===== config.mk =====
export PLATFORM = sky130hd
export DESIGN_NAME = alu_result_stage
export DESIGN_NICKNAME = d
export VERILOG_FILES = /design/src/rtl/alu_result_stage.sv
export SDC_FILE = /design/constraint.sdc
export NUM_CORES = 1
export LEC_CHECK = 0
export ABC_CLOCK_PERIOD_IN_PS = 1960
export CORE_ASPECT_RATIO = 0.7
export CORE_MARGIN = 5
export CORE_UTILIZATION = 49
export DETAILED_ROUTE_END_ITERATION = 8
export GPL_TIMING_DRIVEN = 1
export PLACE_DENSITY = 0.84
export SLEW_MARGIN = 40
export SYNTH_ARGS = -nofsm -noshare
export SYNTH_HDL_FRONTEND = slang
export SYNTH_SLANG_ARGS = --single-unit

===== constraint.sdc =====
create_clock -name clk -period 1.96 [get_ports clk]
set_input_delay 0.196 -clock clk [delete_from_list [all_inputs] [get_ports clk]]
set_output_delay 0.196 -clock clk [all_outputs]
set_load 0.02 [all_outputs]

===== src/rtl/alu_result_stage.sv =====
// rtl/alu_result_stage.sv - ALU result buffer, writeback head and committed flags
//
// Purpose:
//   Two-entry in-order buffer sitting directly after the ALU. Each accepted
//   entry carries a result, its flags, a destination register and two write
//   enables. The head entry is presented to register-file writeback. The
//   architectural flags register is updated only when a flag-writing entry
//   retires. The branch condition is evaluated against those committed flags.
//
// Ports:
//   clk, reset         rising-edge clock, synchronous active-high reset
//   in_valid/in_ready  ALU entry handshake (accept = in_valid & in_ready)
//   in_result          ALU result
//   in_flags           ALU flags {carry, overflow, negative, zero}
//   in_dest            destination register index
//   in_reg_we          entry writes the register file
//   in_flag_we         entry updates flags_q when it retires
//   out_valid/out_ready writeback handshake (retire = out_valid & out_ready)
//   out_result         head result, 0 when empty
//   out_dest           head destination, 0 when empty
//   out_reg_we         head register write enable, 0 when empty
//   flags_q            committed architectural flags
//   br_cond            00 BRE, 01 BRNE, 10 BRG, 11 BRGE
//   br_taken           branch condition evaluated on flags_q
//   occupancy          number of entries held (0..2)

module alu_result_stage #(
  parameter int DATA_W     = 8,
  parameter int FLAG_W     = 4,
  parameter int REG_ADDR_W = 2
) (
  input  logic                  clk,
  input  logic                  reset,
  input  logic                  in_valid,
  output logic                  in_ready,
  input  logic [DATA_W-1:0]     in_result,
  input  logic [FLAG_W-1:0]     in_flags,
  input  logic [REG_ADDR_W-1:0] in_dest,
  input  logic                  in_reg_we,
  input  logic                  in_flag_we,
  output logic                  out_valid,
  input  logic                  out_ready,
  output logic [DATA_W-1:0]     out_result,
  output logic [REG_ADDR_W-1:0] out_dest,
  output logic                  out_reg_we,
  output logic [FLAG_W-1:0]     flags_q,
  input  logic [1:0]            br_cond,
  output logic                  br_taken,
  output logic [1:0]            occupancy
);

  logic [DATA_W-1:0]     result_mem  [2];
  logic [FLAG_W-1:0]     flags_mem   [2];
  logic [REG_ADDR_W-1:0] dest_mem    [2];
  logic                  reg_we_mem  [2];
  logic                  flag_we_mem [2];

  logic       rd_ptr;
  logic       wr_ptr;
  logic [1:0] occ_q;

  logic accept;
  logic retire;

  // Handshake readiness depends only on registered occupancy, so a full
  // buffer refuses a new entry even when the head retires that same cycle.
  assign in_ready  = (occ_q != 2'd2);
  assign out_valid = (occ_q != 2'd0);
  assign accept    = in_valid & in_ready;
  assign retire    = out_valid & out_ready;
  assign occupancy = occ_q;

  assign out_result = out_valid ? result_mem[rd_ptr] : '0;
  assign out_dest   = out_valid ? dest_mem[rd_ptr]   : '0;
  assign out_reg_we = out_valid ? reg_we_mem[rd_ptr] : 1'b0;

  always_ff @(posedge clk) begin
    if (reset) begin
      rd_ptr  <= 1'b0;
      wr_ptr  <= 1'b0;
      occ_q   <= 2'd0;
      flags_q <= '0;
      for (int i = 0; i < 2; i++) begin
        result_mem[i]  <= '0;
        flags_mem[i]   <= '0;
        dest_mem[i]    <= '0;
        reg_we_mem[i]  <= 1'b0;
        flag_we_mem[i] <= 1'b0;
      end
    end else begin
      if (accept) begin
        result_mem[wr_ptr]  <= in_result;
        flags_mem[wr_ptr]   <= in_flags;
        dest_mem[wr_ptr]    <= in_dest;
        reg_we_mem[wr_ptr]  <= in_reg_we;
        flag_we_mem[wr_ptr] <= in_flag_we;
        wr_ptr              <= ~wr_ptr;
      end

      if (retire) begin
        rd_ptr <= ~rd_ptr;
        if (flag_we_mem[rd_ptr]) begin
          flags_q <= flags_mem[rd_ptr];
        end
      end

      // Accept and retire together leave the count alone; at occupancy 1
      // the pointer toggles alone move the fresh entry to the head.
      case ({accept, retire})
        2'b10:   occ_q <= occ_q + 2'd1;
        2'b01:   occ_q <= occ_q - 2'd1;
        default: occ_q <= occ_q;
      endcase
    end
  end

  logic flag_z;
  logic flag_n;
  logic flag_v;

  assign flag_z = flags_q[0];
  assign flag_n = flags_q[1];
  assign flag_v = flags_q[2];

  always_comb begin
    br_taken = 1'b0;
    case (br_cond)
      2'b00:   br_taken = flag_z;
      2'b01:   br_taken = ~flag_z;
      2'b10:   br_taken = ~flag_z & ~(flag_n ^ flag_v);
      default: br_taken = ~(flag_n ^ flag_v);
    endcase
  end

endmodule


# Yosys cells after proc, flatten, opt, wreduce, memory -nomap -nowiden
# Memories as Yosys holds them, arrays and structs flattened. A register that Yosys moved wholly into a read port is not among the register bits.
# Index checks and enable logic that the tools add are counted.
# W data, S select, Z words.
[word_totals] output_inout_bits=20 in_bits=22 word_cells=65 ff_bits=4 n_memories=5 ramBits=32
[memory_table] memory="result_mem" depth=2 width=8 read_ports=1 rd_ports_with_merged_regs=1 write_ports=2 line_no="52" rtl="logic [DATA_W-1:0] result_mem [2];"
[memory_table] memory="flags_mem" depth=2 width=4 read_ports=1 rd_ports_with_merged_regs=1 write_ports=2 line_no="53" rtl="logic [FLAG_W-1:0] flags_mem [2];"
[memory_table] memory="dest_mem" depth=2 width=2 read_ports=1 rd_ports_with_merged_regs=1 write_ports=2 line_no="54" rtl="logic [REG_ADDR_W-1:0] dest_mem [2];"
[memory_table] memory="flag_we_mem" depth=2 width=1 read_ports=1 rd_ports_with_merged_regs=1 write_ports=2 line_no="56" rtl="logic flag_we_mem [2];"
[memory_table] memory="reg_we_mem" depth=2 width=1 read_ports=1 rd_ports_with_merged_regs=1 write_ports=2 line_no="55" rtl="logic reg_we_mem [2];"
[op_classes] eq_ne=5 reduce_logical=9 muxes=33 add_sub_neg=2 bitwise_logic=8
[op_table] cell="$mux W1" count=26
[op_table] cell="$mux W8" count=2
[op_table] cell="$reduce_or A8 Y1" count=1
[op_table] cell="$eq A2 B1 Y1 const B" count=2
[op_table] cell="$eq A2 B2 Y1 const B" count=2
[op_table] cell="$mux W2" count=2
[op_table] cell="$mux W4" count=1
[op_table] cell="$not A1 Y1" count=4
[op_table] cell="$pmux W2 S2" count=1
[op_table] cell="$reduce_bool A2 Y1" count=2
[op_table] cell="$reduce_or A4 Y1" count=1
[op_table] cell="$and A1 B1 Y1" count=3
[op_table] cell="$pmux W1 S3" count=1
[op_table] cell="$add A2 B1 Y2 const B" count=1
[op_table] cell="$logic_not A2 Y1" count=1
[op_table] cell="$ne A2 B2 Y1 const B" count=1
[op_table] cell="$reduce_and A2 Y1" count=1
[op_table] cell="$reduce_or A1 Y1" count=2
[op_table] cell="$reduce_or A2 Y1" count=1
[op_table] cell="$sub A2 B1 Y2 const B" count=1
[op_table] cell="$xor A1 B1 Y1" count=1

# Longest topological paths before layout
[depth] depth_word=7 depth_mapped=6 ltp_nobuf=6

# Worst setup path before layout
# OpenSTA, ideal clock, no wires.
[synth_timing] kind="reg2reg" start="reg occ_q[0] (netlist: occupancy[0])" end="mem dest_mem[1][0], enable pin" t_required_ns=1.587 n_path_buf=0 path_stages_with_launch=4 period_less_slack_ns=1.867 t_arrival_ns=1.494 slack_ns=0.093 setup_time_ns=0.373 cell_sequence="dfxtp_1 -> nand2b_4 -> and4b_4 -> or2_1"
[synth_lines] element="start, declared" line_no="60" rtl="logic [1:0] occ_q;"
[synth_lines] element="start signal, assigned" line_no="110" rtl="2'b10: occ_q <= occ_q + 2'd1;"
[synth_lines] element="start signal, assigned" line_no="111" rtl="2'b01: occ_q <= occ_q - 2'd1;"
[synth_lines] element="start signal, assigned" line_no="112" rtl="default: occ_q <= occ_q;"
[synth_lines] element="end, declared" line_no="54"

==> out/results.txt <==
number of max-cap violations -> 0
Final Power -> 2.82 mW
slowest stage cell, crit path -> clkdlybuf4s50_1
gr ovfl total -> 0
GP Congestion -> 0.739
CP Cell Sequence -> buf_4 > mux2i_1 > nor2_1 > clkdlybuf4s50_1
RSZ-0062 raised after global routing -> no
share of cells above drive strength 1 -> 10.8%
Yosys cell types -> 26
Num CTS Buffers -> 5
vias per cell -> 4.96
dominant register cell in the synthesized netlist -> edfxtp_1
Max Freq -> 0.537 GHz
Worst-path clk slew -> 0.07 ns
simple logic cell fraction of the synthesized area -> 19.5%
Worst Hold Slack -> 0.494 ns
Routed Antenna Nets -> 0
hold path start -> flags_q[3]
Layout area overhead -> 32.6%
ranking of synthesized cells by area -> edfxtp_1, and2_1, dfxtp_1, mux2i_1, nor2_1
pre-CTS setup slack -> 0.0258 ns
DR WL/cell -> 15.0 um
Critical Path RT -> 1.76 ns
hold path depth -> 2
1st-iter DRT viols -> 83
ant diodes -> 0
syn_area_per_cell -> 12.7 um2
clock sinks -> 41
initial core utilization -> 51.6%
Leak -> 0.985 nW
area of the die -> 5120 um2
Adder-Cell Fraction of Synth Area -> 0.677%
XOR/XNOR Fraction of Synth Area -> 2.37%
Clock Root Buffer -> clkbuf_8
Synth Instances -> 145
Core Region -> 3580 um2
CTS tree -> built
largest stage delay on the critical path -> 0.55 ns
post-synth top area share -> 52.0%
Fin. Hold Viols -> 0
first-pass GRT wire length -> 5930 um
Die Wd -> 83.4 um
sequential area share after synthesis -> 61.7%
Post-CTS Setup Bufs -> 0
H-tree Lvls -> 2
crit-path max FO -> 12
Syn. warnings -> 0
r2r setup slk -> 0.22 ns
largest net degree at the start of global routing -> 17
Syn Nets -> 168
Total Nets Final -> 217
Fin Setup TNS -> 0 ns
# IOs -> 42
total iterations of the first detailed-routing run -> 4
Longest Clk Path Bufs -> 2
PwrDens -> 1150 nW/um2
Synth Register Bits -> 41
run status -> completed
initial antenna violation count -> 0
complex-gate fraction of the synthesized area -> 4.47%
fill count -> 248
Post-synth ARST share -> 0%
Hold WC Path Type -> register to register
vias in the first global route -> 1,279
cell depth of the worst flop-to-flop path -> 6
vias post-DR -> 1,214
EDFF count, synth -> 32
Post-Route Skew -> 0.00402 ns
Setup CP Type -> register to output port
Setup-failing EPs final -> 0
Skew-Pair Late Insertion Delay -> 0.29 ns
final wirelength -> 3670 um
worst-margin pin slew -> 0.517 ns
largest family of logic cells by synthesized area -> simple AND/OR/NAND/NOR gates
Syn Std Cell Area -> 1850 um2
crit end category -> output port
fin. max-slew vios -> 0
fin crit period -> 1.86 ns
detailed placer's ending HPWL -> 2500 um
PortBufs -> 41
Worst path top cell family by delay -> buffers and inverters
worst r2r dst -> occupancy[1]
Die H -> 61.4 um
post-synthesis mux area share -> 8.67%
post-synth top area cell -> edfxtp_1
period utilisation layout -> 95.0%
worst r2r src -> occupancy[0]
setup slack after layout -> 0.0972 ns
crit path DAT -> 1.67 ns
Hold Path End -> flags_q[3]
DR DRC count -> 0
worst vdd ir -> 0.678 mV
Worst slew margin -> 64.5%
Tot GR Track Use -> 15.3%
Crit path buffers/inverters -> 2
CP Launch Type -> register
Cell Rows -> 18
Post-synth top cells -> and2_1, edfxtp_1, mux2i_1, nor2_1, dfxtp_1
==> timing repair <==
item	in CTS	in global routing
setup endpoints to repair	12	7
endpoints found under the hold margin	0	0
hold buffers	0	0
pin swaps	0	0
gates resized for setup	2	7
==> power by group <==
group	internal [mW]	switching (mW)	total [mW]
sequential	1.09	0.0742	1.16
combinational	0.517	0.609	1.13
clock	0.246	0.284	0.530
==> sequential cells by signal (all words and copies together) (netlist names), named ones only <==
register and flops:
dest_mem 4, result_mem 16, occupancy 2, rd_ptr 1, wr_ptr 1, flag_we_mem 2, reg_we_mem 2, flags_mem 8
flags_q 4
==> worst register-to-register path: stages, from the launching register on <==
cell     delay, ns
dfxtp_1       0.34
buf_4         0.17
o21ai_4       0.25
inv_2         0.08
ha_1          0.32
or3_1         0.38
a21oi_1       0.15
==> layer usage <==
layer	GRT usage, %	part of all wire (%)
met1	17.6	43
met3	4.95	3.4
met4	6.53	1.5
met5	0	0
met2	27.5	52
==> cell usage in the layout, fill, tap and decap left out, types with 6 or more instances in the layout <==
cell             Yosys  final
mux2i_1             16     16
nor2_1              15     14
a21oi_1              6      6
dlymetal6s2s_1       0      6
dfxtp_1              9      9
edfxtp_1            32     32
clkdlybuf4s50_1      0     35
buf_4                0      7
and2_1              32     32
==> metrics by stage <==
stage          utilization [%]  instances  cell area, um2
3_3_place_gp              65.2        237            2330
6_report                  68.4        245            2450
2_1_floorplan                -        145            1850
3_5_place_dp              65.2        237            2330
5_1_grt                   68.4        245            2450
4_1_cts                   67.8        245            2430
==> how the worst max path moves through the flow <==
stage,depth (start not counted),to
after floorplan,3,dest_mem[1][0]
after global placement,4,br_taken
after detailed placement,3,out_dest[1]
after CTS,4,out_result[4]
after global routing,4,out_result[5]
final,4,out_result[5]
==> area by class of cell <==
class	instances	area (um2)	area share, %
timing repair buffer	48	478	19.5
sequential	41	1140	46.6
clock inverter	3	17.5	0.715
inverter	2	7.51	0.306
multi-input combinational	96	674	27.5
tap	50	62.6	2.55
clock buffer	5	68.8	2.81
==> kinds of logic after synthesis <==
family	count (synthesis)
AO/OA/AOI/OAI	14
adder cells (fa/ha/maj)	1
buffers and inverters	8
AND/OR/NAND/NOR	60
XOR/XNOR	5
flip-flops	41
multiplexers	16
(Power assumes the default switching activity.)
